<file path="src/rtl/pipe_ctrl_if.sv">
// Hazard/stall control bundle between the pipeline datapath and pipe_ctrl.
// stall_cycles exists only when PIPE_PERF_CNT_EN is defined.
interface pipe_ctrl_if;
    logic [4:0]  ID_EX_rd_hu;
    logic        mem_read_hu;
    logic [4:0]  IF_ID_rs1;
    logic [4:0]  IF_ID_rs2;
    logic        rs1_used;
    logic        rs2_used;
    logic        branch_taken;
    logic        dmem_req;
    logic        dmem_ready;
    logic        PC_en;
    logic        IF_ID_en;
    logic        ID_EX_en;
    logic        EX_MEM_en;
    logic        MEM_WB_en;
    logic        IF_ID_clr;
    logic        ID_EX_nop;
    logic        mem_err;
`ifdef PIPE_PERF_CNT_EN
    logic [31:0] stall_cycles;

    modport master (
        output ID_EX_rd_hu, mem_read_hu, IF_ID_rs1, IF_ID_rs2, rs1_used, rs2_used,
               branch_taken, dmem_req, dmem_ready,
        input  PC_en, IF_ID_en, ID_EX_en, EX_MEM_en, MEM_WB_en, IF_ID_clr, ID_EX_nop,
               mem_err, stall_cycles
    );
    modport slave (
        input  ID_EX_rd_hu, mem_read_hu, IF_ID_rs1, IF_ID_rs2, rs1_used, rs2_used,
               branch_taken, dmem_req, dmem_ready,
        output PC_en, IF_ID_en, ID_EX_en, EX_MEM_en, MEM_WB_en, IF_ID_clr, ID_EX_nop,
               mem_err, stall_cycles
    );
`else
    modport master (
        output ID_EX_rd_hu, mem_read_hu, IF_ID_rs1, IF_ID_rs2, rs1_used, rs2_used,
               branch_taken, dmem_req, dmem_ready,
        input  PC_en, IF_ID_en, ID_EX_en, EX_MEM_en, MEM_WB_en, IF_ID_clr, ID_EX_nop,
               mem_err
    );
    modport slave (
        input  ID_EX_rd_hu, mem_read_hu, IF_ID_rs1, IF_ID_rs2, rs1_used, rs2_used,
               branch_taken, dmem_req, dmem_ready,
        output PC_en, IF_ID_en, ID_EX_en, EX_MEM_en, MEM_WB_en, IF_ID_clr, ID_EX_nop,
               mem_err
    );
`endif
endinterface

</file>
<file path="src/rtl/pipe_ctrl.sv">
// Pipeline stall/flush controller: memory-wait freeze with timeout, branch flush, load-use bubble.
// Optional stall-cycle performance counter enabled by defining PIPE_PERF_CNT_EN.
module pipe_ctrl #(
    parameter int WAIT_MAX = 255
) (
    input  logic         clk,
    input  logic         rst,
    pipe_ctrl_if.slave   pif
);
    typedef enum logic [1:0] {INIT, RUN, MEM_WAIT} state_t;

    localparam logic [7:0] WAIT_LIM = 8'(WAIT_MAX);

    state_t      state;
    logic [7:0]  wcnt;
    logic        mem_err_q;
    logic        mem_err_now;
    logic        freeze;
    logic        load_use;
    logic        rs1_hit;
    logic        rs2_hit;
`ifdef PIPE_PERF_CNT_EN
    logic [31:0] stall_q;
`endif

    always_comb begin
        mem_err_now = (state == MEM_WAIT) && (wcnt == WAIT_LIM);
        freeze      = pif.dmem_req && !pif.dmem_ready && !mem_err_now;
        rs1_hit     = pif.rs1_used && (pif.IF_ID_rs1 == pif.ID_EX_rd_hu);
        rs2_hit     = pif.rs2_used && (pif.IF_ID_rs2 == pif.ID_EX_rd_hu);
        load_use    = pif.mem_read_hu && (pif.ID_EX_rd_hu != '0) && (rs1_hit || rs2_hit);
    end

    // Priority: INIT > freeze > branch flush > load-use bubble > normal flow.
    always_comb begin
        pif.PC_en     = 1'b1;
        pif.IF_ID_en  = 1'b1;
        pif.ID_EX_en  = 1'b1;
        pif.EX_MEM_en = 1'b1;
        pif.MEM_WB_en = 1'b1;
        pif.IF_ID_clr = 1'b0;
        pif.ID_EX_nop = 1'b0;
        if (state == INIT || freeze) begin
            pif.PC_en     = 1'b0;
            pif.IF_ID_en  = 1'b0;
            pif.ID_EX_en  = 1'b0;
            pif.EX_MEM_en = 1'b0;
            pif.MEM_WB_en = 1'b0;
            pif.IF_ID_clr = (state == INIT);
            pif.ID_EX_nop = (state == INIT);
        end else if (pif.branch_taken) begin
            pif.IF_ID_clr = 1'b1;
            pif.ID_EX_nop = 1'b1;
        end else if (load_use) begin
            pif.PC_en     = 1'b0;
            pif.IF_ID_en  = 1'b0;
            pif.ID_EX_nop = 1'b1;
        end
    end

    always_ff @(posedge clk or posedge rst) begin
        if (rst) begin
            state     <= INIT;
            wcnt      <= '0;
            mem_err_q <= 1'b0;
`ifdef PIPE_PERF_CNT_EN
            stall_q   <= '0;
`endif
        end else begin
            if (state == INIT) begin
                state <= RUN;
                wcnt  <= '0;
            end else begin
                state <= freeze ? MEM_WAIT : RUN;
                // Counting starts on the first MEM_WAIT cycle; RUN always leaves it at zero.
                wcnt  <= (state == MEM_WAIT && freeze) ? wcnt + 8'd1 : '0;
                if (mem_err_now && !pif.dmem_ready)
                    mem_err_q <= 1'b1;
`ifdef PIPE_PERF_CNT_EN
                if (!pif.PC_en || pif.ID_EX_nop)
                    stall_q <= stall_q + 32'd1;
`endif
            end
        end
    end

    assign pif.mem_err = mem_err_q;
`ifdef PIPE_PERF_CNT_EN
    assign pif.stall_cycles = stall_q;
`endif
endmodule

</file>
<file path="src/flat_wrapper.sv">
// flat-port wrapper written by rule: the top's interface ports become plain ports
module pipe_ctrl_flat 
#(
    parameter int WAIT_MAX = 255
)
  (clk, rst, pif_ID_EX_rd_hu, pif_mem_read_hu, pif_IF_ID_rs1, pif_IF_ID_rs2, pif_rs1_used, pif_rs2_used, pif_branch_taken, pif_dmem_req, pif_dmem_ready, pif_PC_en, pif_IF_ID_en, pif_ID_EX_en, pif_EX_MEM_en, pif_MEM_WB_en, pif_IF_ID_clr, pif_ID_EX_nop, pif_mem_err);
  pipe_ctrl_if pif_i ();
  input  logic clk;
  input  logic rst;
  input wire logic [$bits(pif_i.ID_EX_rd_hu)-1:0] pif_ID_EX_rd_hu;
  input wire logic [$bits(pif_i.mem_read_hu)-1:0] pif_mem_read_hu;
  input wire logic [$bits(pif_i.IF_ID_rs1)-1:0] pif_IF_ID_rs1;
  input wire logic [$bits(pif_i.IF_ID_rs2)-1:0] pif_IF_ID_rs2;
  input wire logic [$bits(pif_i.rs1_used)-1:0] pif_rs1_used;
  input wire logic [$bits(pif_i.rs2_used)-1:0] pif_rs2_used;
  input wire logic [$bits(pif_i.branch_taken)-1:0] pif_branch_taken;
  input wire logic [$bits(pif_i.dmem_req)-1:0] pif_dmem_req;
  input wire logic [$bits(pif_i.dmem_ready)-1:0] pif_dmem_ready;
  output wire logic [$bits(pif_i.PC_en)-1:0] pif_PC_en;
  output wire logic [$bits(pif_i.IF_ID_en)-1:0] pif_IF_ID_en;
  output wire logic [$bits(pif_i.ID_EX_en)-1:0] pif_ID_EX_en;
  output wire logic [$bits(pif_i.EX_MEM_en)-1:0] pif_EX_MEM_en;
  output wire logic [$bits(pif_i.MEM_WB_en)-1:0] pif_MEM_WB_en;
  output wire logic [$bits(pif_i.IF_ID_clr)-1:0] pif_IF_ID_clr;
  output wire logic [$bits(pif_i.ID_EX_nop)-1:0] pif_ID_EX_nop;
  output wire logic [$bits(pif_i.mem_err)-1:0] pif_mem_err;
  assign pif_i.ID_EX_rd_hu = pif_ID_EX_rd_hu;
  assign pif_i.mem_read_hu = pif_mem_read_hu;
  assign pif_i.IF_ID_rs1 = pif_IF_ID_rs1;
  assign pif_i.IF_ID_rs2 = pif_IF_ID_rs2;
  assign pif_i.rs1_used = pif_rs1_used;
  assign pif_i.rs2_used = pif_rs2_used;
  assign pif_i.branch_taken = pif_branch_taken;
  assign pif_i.dmem_req = pif_dmem_req;
  assign pif_i.dmem_ready = pif_dmem_ready;
  assign pif_PC_en = pif_i.PC_en;
  assign pif_IF_ID_en = pif_i.IF_ID_en;
  assign pif_ID_EX_en = pif_i.ID_EX_en;
  assign pif_EX_MEM_en = pif_i.EX_MEM_en;
  assign pif_MEM_WB_en = pif_i.MEM_WB_en;
  assign pif_IF_ID_clr = pif_i.IF_ID_clr;
  assign pif_ID_EX_nop = pif_i.ID_EX_nop;
  assign pif_mem_err = pif_i.mem_err;
  pipe_ctrl #(.WAIT_MAX(WAIT_MAX)) u_core (.clk(clk), .rst(rst), .pif(pif_i));
endmodule
</file>
<file path="config.mk">
export PLATFORM = sky130hd
export DESIGN_NAME = pipe_ctrl_flat
export DESIGN_NICKNAME = d
export VERILOG_FILES = /design/src/rtl/pipe_ctrl_if.sv /design/src/rtl/pipe_ctrl.sv /design/src/flat_wrapper.sv
export SDC_FILE = /design/constraint.sdc
export NUM_CORES = 1
export LEC_CHECK = 0
export CAP_MARGIN = 30
export CORE_MARGIN = 8
export CORE_UTILIZATION = 44
export DETAILED_ROUTE_END_ITERATION = 12
export GPL_TIMING_DRIVEN = 0
export PLACE_DENSITY = 0.94
export SETUP_SLACK_MARGIN = 0.1
export SKIP_LAST_GASP = 1
export SYNTH_ARGS = -nofsm -noshare
export SYNTH_HDL_FRONTEND = slang
export SYNTH_SLANG_ARGS = --single-unit
</file>
<file path="constraint.sdc">
create_clock -name clk -period 4.3 [get_ports clk]
set_clock_uncertainty 0.15 [all_clocks]
set_input_delay 0.86 -clock clk [delete_from_list [all_inputs] [get_ports clk]]
set_output_delay 0.86 -clock clk [all_outputs]
set_load 0.02 [all_outputs]
</file>
==> flow_summary.toml <==
[drt]
drt-initial-drc-count = 5
vias = 620
first_pass_iters = 2
wl_per_cell_um = 15.3
finalWirelength_um = 1840
drc = 0
viasPerCell = 5.17
antenna_left = 0

[sta]
finalCriticalPeriod_ns = 4.10
hold_viol = 0
fmax_ghz = 0.244
whs_ns = 0.316
drv_slew = 0
max_slew.worst_pin.slew_ns = 0.431
max_slew_margin_pct = 71.2
fin_crit_sh_pct = 95.4
setup_viol = 0
tns_ns = 0
rsz0062_at_grt = "no"

[final_layout]
drive_above_1_share_pct = 10.6
fillers = 125
nNetsFinal = 129
fin_util_pct = 70.2
antennaDiodeCount = 0
syn_to_final_growth_pct = 47.9

[hold_path]
hp-start = "u_core.pif.mem_err"
whs_endpoint = "u_core.pif.mem_err"
min_path_type = "reg -> reg"
min_path_cells = 2

[critical_path]
rr_worst_depth = 6
crit_path_top_delay_cell = "clkdlybuf4s50_1"
worstPathRequired_ns = 3.29
r2r-start = "u_core.wcnt[0]"
ff2ff_setup_slack_ns = 2.46
reg2reg_to = "u_core.wcnt[4]"
path_cells = "clkdlybuf4s50_1 > or4_1 > o21ai_0 > o31a_1 > buf_4 > clkdlybuf4s50_1"
crit_fanout = 3
cp.arrival_ns = 3.09
cp-end-kind = "primary output"
critical_path.most_common_cell = "clkdlybuf4s50_1"
cpPeakStageDelay_ns = 0.59
start_kind = "input pin"
critical_path_class = "in -> out"

[pwr]
vdd_drop_max_mv = 0.215
power_density_nw_per_um2 = 226
power.total_mw = 0.242
leakagePower_nw = 0.474

[placed_design]
dp_hpwl_um = 1540
place_congestion = 0.759
io_buffers = 30

[clock_network]
numClockSinks = 11
post_cts_resized = 0
cts-root-buf = "clkbuf_4"
cts_tree = "yes"
post_cts_buffers = 0
path_clk_slew_ns = 0.07
clockBufferDepth = 2
cts.htree.levels = 1
worstSkewPairLatency_ns = 0.27
cts_buffers = 3
cts.hold.buffers_added = 0

[synthesis]
synth.distinct_cells = 28
synth.area.top_cells = "dfrtp_1 (38%), xor2_1 (15%), nor2_1 (5.2%)"
syn_area_sq_um = 723
seq_area_frac_synth_pct = 38.1
ys_ff_latch = 11
synth_top_cell_by_area = "dfrtp_1"
synthCells = 70
syn_area_per_cell_sq_um = 10.3
ys_warn_count = 0
synth.top_cell.area_share_pct = 38.1
syn_nets = 94

[grt]
track_usage_pct = 11.6
grt_use_met1_pct = 11.2
top_usage_layer = "met2"
antenna_found_initial = 0
grt_pass1_wl_um = 2880
grt-ovfl-total = 0
grt_max_degree = 12
met3_usage_pct = 4.72
gr-usage-met2_pct = 21.2
grt_pass1_vias = 619

[floorplan]
top_level_ports = 31
start_util_pct = 47.5
die_area_sq_um = 3200
fp.coreArea_sq_um = 1520
die_x_um = 56.5
num_rows = 14
die_y_um = 56.5

[flow_run]
max-cap-violations = 0

[status]
status = "completed"
==> metrics by stage <==
stage / area, sq um / setup slack [ns] / instances
final: 1070 / 0.199 / 120
after global routing: 1070 / 0.118 / 120
after CTS: 1070 / 0.162 / 120
after detailed placement: 1040 / 0.213 / 116
after global placement: 1040 / 0.306 / 116
after floorplan: 723 / 1.27 / 70
==> layout make-up <==
| cell class | instances | area [sq um] | area share (%) |
|---|---|---|---|
| Tap cell | 16 | 20.0 | 1.87 |
| Buffer | 4 | 33.8 | 3.16 |
| Timing Repair Buffer | 30 | 300 | 28.1 |
| Clock buffer | 4 | 26.3 | 2.46 |
| Multi-Input combinational cell | 49 | 392 | 36.6 |
| Sequential cell | 11 | 275 | 25.7 |
| Inverter | 6 | 22.5 | 2.11 |
==> state kept, by name, indices dropped and copies added, names as in the netlist <==
register            cells
u_core.wcnt             8
u_core.pif.mem_err      1
u_core.state            2
==> per-layer routing <==
layer / share of wire (%) / wire length, um / vias up
li1: - / - / 305
met1: 39 / 721 / 292
met2: 54 / 995 / 18
met3: 5.1 / 94 / 5
met4: 1.3 / 24 / 0
met5: 0 / 0 / -
==> synthesized netlist by cell type <==
library cell and count:
dfrtp_1 11, and2_1 1, nand4_1 1, a32oi_1 1, or4_1 1, a21oi_1 1, o41ai_1 1, o31ai_1 1
o311ai_4 1, nor3_4 1, ha_1 1, nand2_1 2, buf_6 1, o31a_1 1, xor2_1 12, nor4_1 2
and3_1 1, or3b_1 1, buf_4 3, o21ai_0 1, nand4b_4 1, nor2_1 10, and2_0 1, o21a_1 1
inv_1 6, xnor2_1 4, nand3_1 1, nand3_4 1
==> placed cells by master (no fill, tap or decap) <==
cell / count
clkdlybuf4s50_1: 30
xor2_1: 12
dfrtp_1: 11
nor2_1: 10
inv_1: 6
xnor2_1: 4
buf_4: 3
clkbuf_4: 3
nand2_1: 2
nor4_1: 2
nand3_4: 1
nand4b_4: 1
o41ai_1: 1
o311ai_4: 1
or3b_1: 1
buf_6: 1
and2_1: 1
and3_1: 1
nor3_4: 1
nand3_1: 1
o21a_1: 1
and2_0: 1
a32oi_1: 1
or4_1: 1
o21ai_0: 1
a21oi_1: 1
o31ai_1: 1
o31a_1: 1
nand4_1: 1
ha_1: 1
clkbuf_1: 1
==> how the worst max path moves through the flow <==
stage | start | endpoint | slack (ns)
final | pif_ID_EX_rd_hu[1] | pif_PC_en | 0.20
after global routing | pif_ID_EX_rd_hu[4] | pif_PC_en | 0.12
after CTS | pif_ID_EX_rd_hu[1] | pif_PC_en | 0.16
after detailed placement | pif_ID_EX_rd_hu[1] | pif_PC_en | 0.21
after global placement | pif_ID_EX_rd_hu[4] | pif_PC_en | 0.31
after floorplan | pif_ID_EX_rd_hu[1] | pif_PC_en | 1.27
==> power breakdown <==
group,leakage [nW],internal [mW],switching [mW]
Clock,0.0150,0.0359,0.0339
Combinational,0.315,0.0390,0.0273
Sequential,0.144,0.105,0.00142
==> kinds of logic (layout without fill, tap and decap cells) <==
group / Yosys count / in the layout / synth area share, %
adders and majority gates: 1 / 1 / 1.73
buffers and inverters: 10 / 44 / 7.78
DFF: 11 / 11 / 38.1
and+or+nand+nor: 24 / 24 / 22.3
xor gates and xnor gates: 16 / 16 / 19.4
AOI/OAI and AO/OA: 8 / 8 / 10.7
==> worst max-delay path, delay by kind of cell <==
family	cells	cell delay [ns]
buffers and inverters	3	1.17
AND/OR/NAND/NOR	1	0.53
AO/OA/AOI/OAI	2	0.52
(Power assumes the default switching activity.)
